## src/rtl/uart_rx_if.sv

```systemverilog
// rtl/uart_rx_if.sv - received-byte stream and error pulses between uart_rx and its consumer
interface uart_rx_if;
  logic [7:0] rx_data;
  logic       rx_valid;
  logic       rx_ready;
  logic       frame_err;
  logic       overrun;

  modport master (
    output rx_data,
    output rx_valid,
    output frame_err,
    output overrun,
    input  rx_ready
  );

  modport slave (
    input  rx_data,
    input  rx_valid,
    input  frame_err,
    input  overrun,
    output rx_ready
  );
endinterface

```

## src/rtl/uart_rx.sv

```systemverilog
// rtl/uart_rx.sv - 8N1 UART receiver with one-byte output buffer
module uart_rx #(
  parameter int F    = 8000000,
  parameter int BAUD = 115200
) (
  input  logic      clk,
  input  logic      reset,
  input  logic      rx,
  uart_rx_if.master out
);

  localparam int N  = (F + BAUD / 2) / BAUD;
  localparam int H  = N / 2;
  localparam int CW = $clog2(N);

  if (N < 4) begin : g_bad_baud
    $error("uart_rx: bit period below 4 clocks");
  end

  typedef enum logic [2:0] {IDLE, START, DATA, STOP, BREAK} state_t;

  state_t          state_q, state_d;
  logic            rx_m, rx_s;
  logic [CW-1:0]   cnt_q;
  logic [2:0]      bit_idx_q;
  logic [7:0]      shift_q;
  logic [7:0]      data_q;
  logic            valid_q;
  logic            frame_err_q;
  logic            overrun_q;

  logic            half_tick, bit_tick;
  logic            cnt_clr, shift_en, stop_ok, stop_bad;

  assign half_tick = (cnt_q == CW'(H - 1));
  assign bit_tick  = (cnt_q == CW'(N - 1));

  // Start sample lands at cycle H; restarting the counter there puts every
  // later sample at H + k*N.
  always_comb begin
    state_d  = state_q;
    cnt_clr  = 1'b0;
    shift_en = 1'b0;
    stop_ok  = 1'b0;
    stop_bad = 1'b0;
    case (state_q)
      IDLE: begin
        if (!rx_s) begin
          state_d = START;
          cnt_clr = 1'b1;
        end
      end
      START: begin
        if (half_tick) begin
          cnt_clr = 1'b1;
          state_d = rx_s ? IDLE : DATA;
        end
      end
      DATA: begin
        if (bit_tick) begin
          shift_en = 1'b1;
          if (bit_idx_q == 3'd7) state_d = STOP;
        end
      end
      STOP: begin
        if (bit_tick) begin
          if (rx_s) begin
            stop_ok = 1'b1;
            state_d = IDLE;
          end else begin
            stop_bad = 1'b1;
            state_d  = BREAK;
          end
        end
      end
      BREAK: begin
        if (rx_s) state_d = IDLE;
      end
      default: state_d = IDLE;
    endcase
  end

  always_ff @(posedge clk) begin
    if (reset) begin
      rx_m        <= 1'b1;
      rx_s        <= 1'b1;
      state_q     <= IDLE;
      cnt_q       <= '0;
      bit_idx_q   <= '0;
      shift_q     <= '0;
      data_q      <= '0;
      valid_q     <= 1'b0;
      frame_err_q <= 1'b0;
      overrun_q   <= 1'b0;
    end else begin
      rx_m    <= rx;
      rx_s    <= rx_m;
      state_q <= state_d;

      if (cnt_clr || bit_tick || state_q == IDLE || state_q == BREAK)
        cnt_q <= '0;
      else
        cnt_q <= cnt_q + 1'b1;

      if (state_q == START)
        bit_idx_q <= '0;
      else if (shift_en)
        bit_idx_q <= bit_idx_q + 3'd1;

      if (shift_en)
        shift_q <= {rx_s, shift_q[7:1]};

      frame_err_q <= stop_bad;
      overrun_q   <= stop_ok && valid_q && !out.rx_ready;

      // A full buffer that is being drained this cycle can take the new byte.
      if (stop_ok && (!valid_q || out.rx_ready)) begin
        data_q  <= shift_q;
        valid_q <= 1'b1;
      end else if (valid_q && out.rx_ready) begin
        valid_q <= 1'b0;
      end
    end
  end

  assign out.rx_data   = data_q;
  assign out.rx_valid  = valid_q;
  assign out.frame_err = frame_err_q;
  assign out.overrun   = overrun_q;

endmodule

```

## src/flat_wrapper.sv

```systemverilog
// flat-port wrapper written by rule: the top's interface ports become plain ports
module uart_rx_flat 
#(
  parameter int F    = 8000000,
  parameter int BAUD = 115200
)
  (clk, reset, rx, out_rx_data, out_rx_valid, out_frame_err, out_overrun, out_rx_ready);
  uart_rx_if out_i ();
  input  logic clk;
  input  logic reset;
  input  logic rx;
  output wire logic [$bits(out_i.rx_data)-1:0] out_rx_data;
  output wire logic [$bits(out_i.rx_valid)-1:0] out_rx_valid;
  output wire logic [$bits(out_i.frame_err)-1:0] out_frame_err;
  output wire logic [$bits(out_i.overrun)-1:0] out_overrun;
  input wire logic [$bits(out_i.rx_ready)-1:0] out_rx_ready;
  assign out_rx_data = out_i.rx_data;
  assign out_rx_valid = out_i.rx_valid;
  assign out_frame_err = out_i.frame_err;
  assign out_overrun = out_i.overrun;
  assign out_i.rx_ready = out_rx_ready;
  uart_rx #(.F(F), .BAUD(BAUD)) u_core (.clk(clk), .reset(reset), .rx(rx), .out(out_i));
endmodule
```

## config.mk

```make
export PLATFORM = sky130hd
export DESIGN_NAME = uart_rx_flat
export DESIGN_NICKNAME = d
export VERILOG_FILES = /design/src/rtl/uart_rx_if.sv /design/src/rtl/uart_rx.sv /design/src/flat_wrapper.sv
export SDC_FILE = /design/constraint.sdc
export NUM_CORES = 1
export LEC_CHECK = 0
export CAP_MARGIN = 30
export CORE_MARGIN = 5
export CORE_UTILIZATION = 49
export CTS_CLUSTER_SIZE = 30
export DETAILED_ROUTE_END_ITERATION = 7
export PLACE_DENSITY = 0.73
export RECOVER_POWER = 50
export SLEW_MARGIN = 20
export SYNTH_ARGS = -nofsm -noshare
export SYNTH_HDL_FRONTEND = slang
export SYNTH_SLANG_ARGS = --single-unit
```

## constraint.sdc

```tcl
create_clock -name clk -period 1.6 [get_ports clk]
set_clock_uncertainty 0.2 [all_clocks]
set_input_delay 0.32 -clock clk [delete_from_list [all_inputs] [get_ports clk]]
set_output_delay 0.32 -clock clk [all_outputs]
set_load 0.02 [all_outputs]
```

==> results.cfg, run 1 <==
[sta]
period_share_pct = 103
setup_tns_ns = -0.279
final.min_clock_period_ns = 1.65
rsz0062_at_grt = true
relSlewSlack_pct = 73.5
tightest_slew_ns = 0.398
finalSetupViolations = 9
fin_ws_ns = -0.0532
slew_viol_final = 0
final_hold_viol_count = 0
fmax_mhz = 605

[clock_tree]
clockBufferDepth = 2
numCtsBuffers = 5
htreeDepth = 2
cts_tree = done
clk_latency_ns = 0.34
cts_hold_buf = 0
clkTransAtPathRegs_ns = 0.10
clkSinkCount = 34
cts-root-buf = clkbuf_4

[floorplanning]
core_area_sq_mm = 0.00276
rows = 19
die_width_um = 63.6
die_y_um = 63.6
ios = 15
start_util_pct = 51.0
dieArea_sq_mm = 0.00404

[synthesis]
yosysTopAreaCell = dfxtp_1
synth_common_cells = dfxtp_1 (34), nor2_1 (15), mux2i_1 (10), nand2b_1 (10), o21ai_0 (9)
ys_seq_elements = 34
synth_xor_area_share_pct = 3.74
synth_edf_count = 0
yosysSeqAreaShare_pct = 48.4
ys.flop_type = dfxtp_1
synthCells = 142
synthTopCellsByArea = dfxtp_1 (48%), mux2i_1 (7.1%), ha_1 (4.4%)
synthesis.nets = 151
yosysTopAreaCellShare_pct = 48.4
synth_compound_area_share_pct = 7.47
netlist_area_sq_mm = 0.00141
async_flop_share_pct = 0
synth.avg_cell_area_sq_um = 9.90
synthMuxAreaShare_pct = 7.12
yosysWarnings = 0
synth.distinct_cells = 36
yosys.area_share.adder_pct = 4.45
synth-simple-area-share_pct = 24.9
yosysMostFrequentCell = dfxtp_1
synth_top_family_by_area = simple AND/OR/NAND/NOR gates

[cells_and_area]
drive_gt1_share_pct = 24.9
insertedDiodeCount = 0
fin_util_pct = 66.0
fill_cells = 229
final_area_sq_mm = 0.00182
fin_nets = 182
syn2layout_area_growth_pct = 29.4

[place]
dpl.hpwl_mm = 1.90
post_dp_cell_area_sq_mm = 0.00166
gp_congestion = 0.805
io_buffers = 14

[drt]
met3WireLength_um = 136
viasPerCell = 5.28
wl_mm = 2.71
drtPass1Iterations = 4
highest_layer = met4
wl_met1_mm = 1.29
drc = 0
met2_wirelength_mm = 1.23
drt_iter0_drc = 21
wl_per_cell_um = 13.3
drtAntennaViolNets = 0
vias = 1078

[global_routing]
grt_usage_pct = 15.4
grt_pass1_wl_mm = 4.91
grt_overflow = 0
antenna_found_initial = 0
grt_max_degree = 24
grt_pass1_vias = 1107

[pwr]
powerDensity_mw_per_mm2 = 849
power_w = 0.00155
vdd_drop_max_mv = 1.12
leakage_nw = 0.801

[worst_hold_path]
hp-class = flip-flop to flip-flop

[status]
violations = setup timing
status = finished with violations

[critical_path]
cp-end-kind = flip-flop
critPathLaunchType = flip-flop
arrival_ns = 1.73
worstPathMaxFanout = 5
cp.required_ns = 1.68
critical_path_class = flip-flop to flip-flop

[run]
maxCapViolations = 0
-- power by group --
part	total (W)	switching [W]	internal (W)
Sequential	0.000856	0.00000591	0.000850
Clock	0.000640	0.000277	0.000364
Combinational	0.0000494	0.0000229	0.0000265
-- worst paths after layout --
| check | slack [ns] | from | to | depth (start not counted) |
|---|---|---|---|---|
| setup / recovery | -0.05 | u_core.cnt_q[1] | u_core.cnt_q[6] | 6 |
| hold / removal | 0.23 | u_core.rx_m | u_core.rx_s | 1 |
| setup reg to reg | -0.05 | u_core.cnt_q[1] | u_core.cnt_q[6] | 6 |
| hold reg to reg | 0.23 | u_core.rx_m | u_core.rx_s | 1 |
-- metal layers --
metal	GRT usage, %	vias up
met5	0	-
met4	6.23	0
met3	7.28	6
met2	22.2	16
met1	19.5	505
li1	-	551
-- through the flow --
| step | hold slack (ns) | cells | worst slack [ns] |
|---|---|---|---|
| 4_1_cts | 0.233 | 204 | -0.0505 |
| 3_5_place_dp | 0.208 | 196 | -0.148 |
| 6_report | 0.233 | 204 | -0.0532 |
| 2_1_floorplan | 0.189 | 142 | -0.00265 |
| 3_3_place_gp | 0.201 | 196 | -0.144 |
| 5_1_grt | 0.251 | 204 | -0.115 |
-- sequential cells by signal, indices dropped and copies added (netlist names) --
signal	flops
u_core.cnt_q	7
u_core.bit_idx_q	3
u_core.state_q	3
u_core.out.rx_data	8
u_core.out.overrun	1
u_core.out.rx_valid	1
u_core.out.frame_err	1
u_core.rx_m	1
u_core.shift_q	8
u_core.rx_s	1
-- area by class of cell --
| type | instances | area (sq um) | share of cell area (%) |
|---|---|---|---|
| inverter | 5 | 18.8 | 1.03 |
| timing repair buffer | 30 | 267 | 14.6 |
| clock inverter | 1 | 30.0 | 1.65 |
| multi-input combinational | 97 | 732 | 40.2 |
| tap | 31 | 38.8 | 2.13 |
| clock buffer | 6 | 51.3 | 2.82 |
| sequential | 34 | 683 | 37.5 |
-- logic make-up (layout without fill, tap and decap cells) --
kind of cell,after synthesis,count (layout)
and+or+nand+nor,59,59
buffers and inverters,11,42
xor gates and xnor gates,6,6
AOI/OAI and AO/OA,17,17
adders and majority gates,5,5
muxes,10,10
DFF,34,34
-- cell usage in the layout (no fill, tap or decap), types with 3 or more instances in the layout --
cell and n:
inv_1 3, buf_4 10, xor2_1 3, o21ai_1 9, clkbuf_4 5, nor2_2 3
nand2b_1 10, xnor2_1 3, nand3_1 3, nor2_1 12, dfxtp_1 32, dlygate4sd2_1 8
clkdlybuf4s15_1 3, and3_1 3, mux2i_1 10, nand3b_1 8, ha_1 3, buf_6 5
clkdlybuf4s50_1 3
-- critical path, cell delays in order, from the launching register on --
cell,delay (ns)
dfxtp_2,0.34
inv_2,0.05
ha_2,0.16
and4bb_1,0.20
a211o_1,0.27
or2_4,0.29
nor2_1,0.09
-- what timing repair did --
action	in CTS	in global routing
pin swaps	6	7
buffers inserted	1	0
resized for setup	20	27
setup endpoints to repair	35	35
(Power assumes the default switching activity.)
==> run 2, diff against run 1 <==
--- a/config.mk
+++ b/config.mk
@@ -12,7 +12,6 @@
 export DETAILED_ROUTE_END_ITERATION = 7
 export PLACE_DENSITY = 0.73
 export RECOVER_POWER = 50
-export SLEW_MARGIN = 20
 export SYNTH_ARGS = -nofsm -noshare
 export SYNTH_HDL_FRONTEND = slang
 export SYNTH_SLANG_ARGS = --single-unit
==> results of run 2 <==
The final DEF is identical to that of run 1; final timing and power are the same.
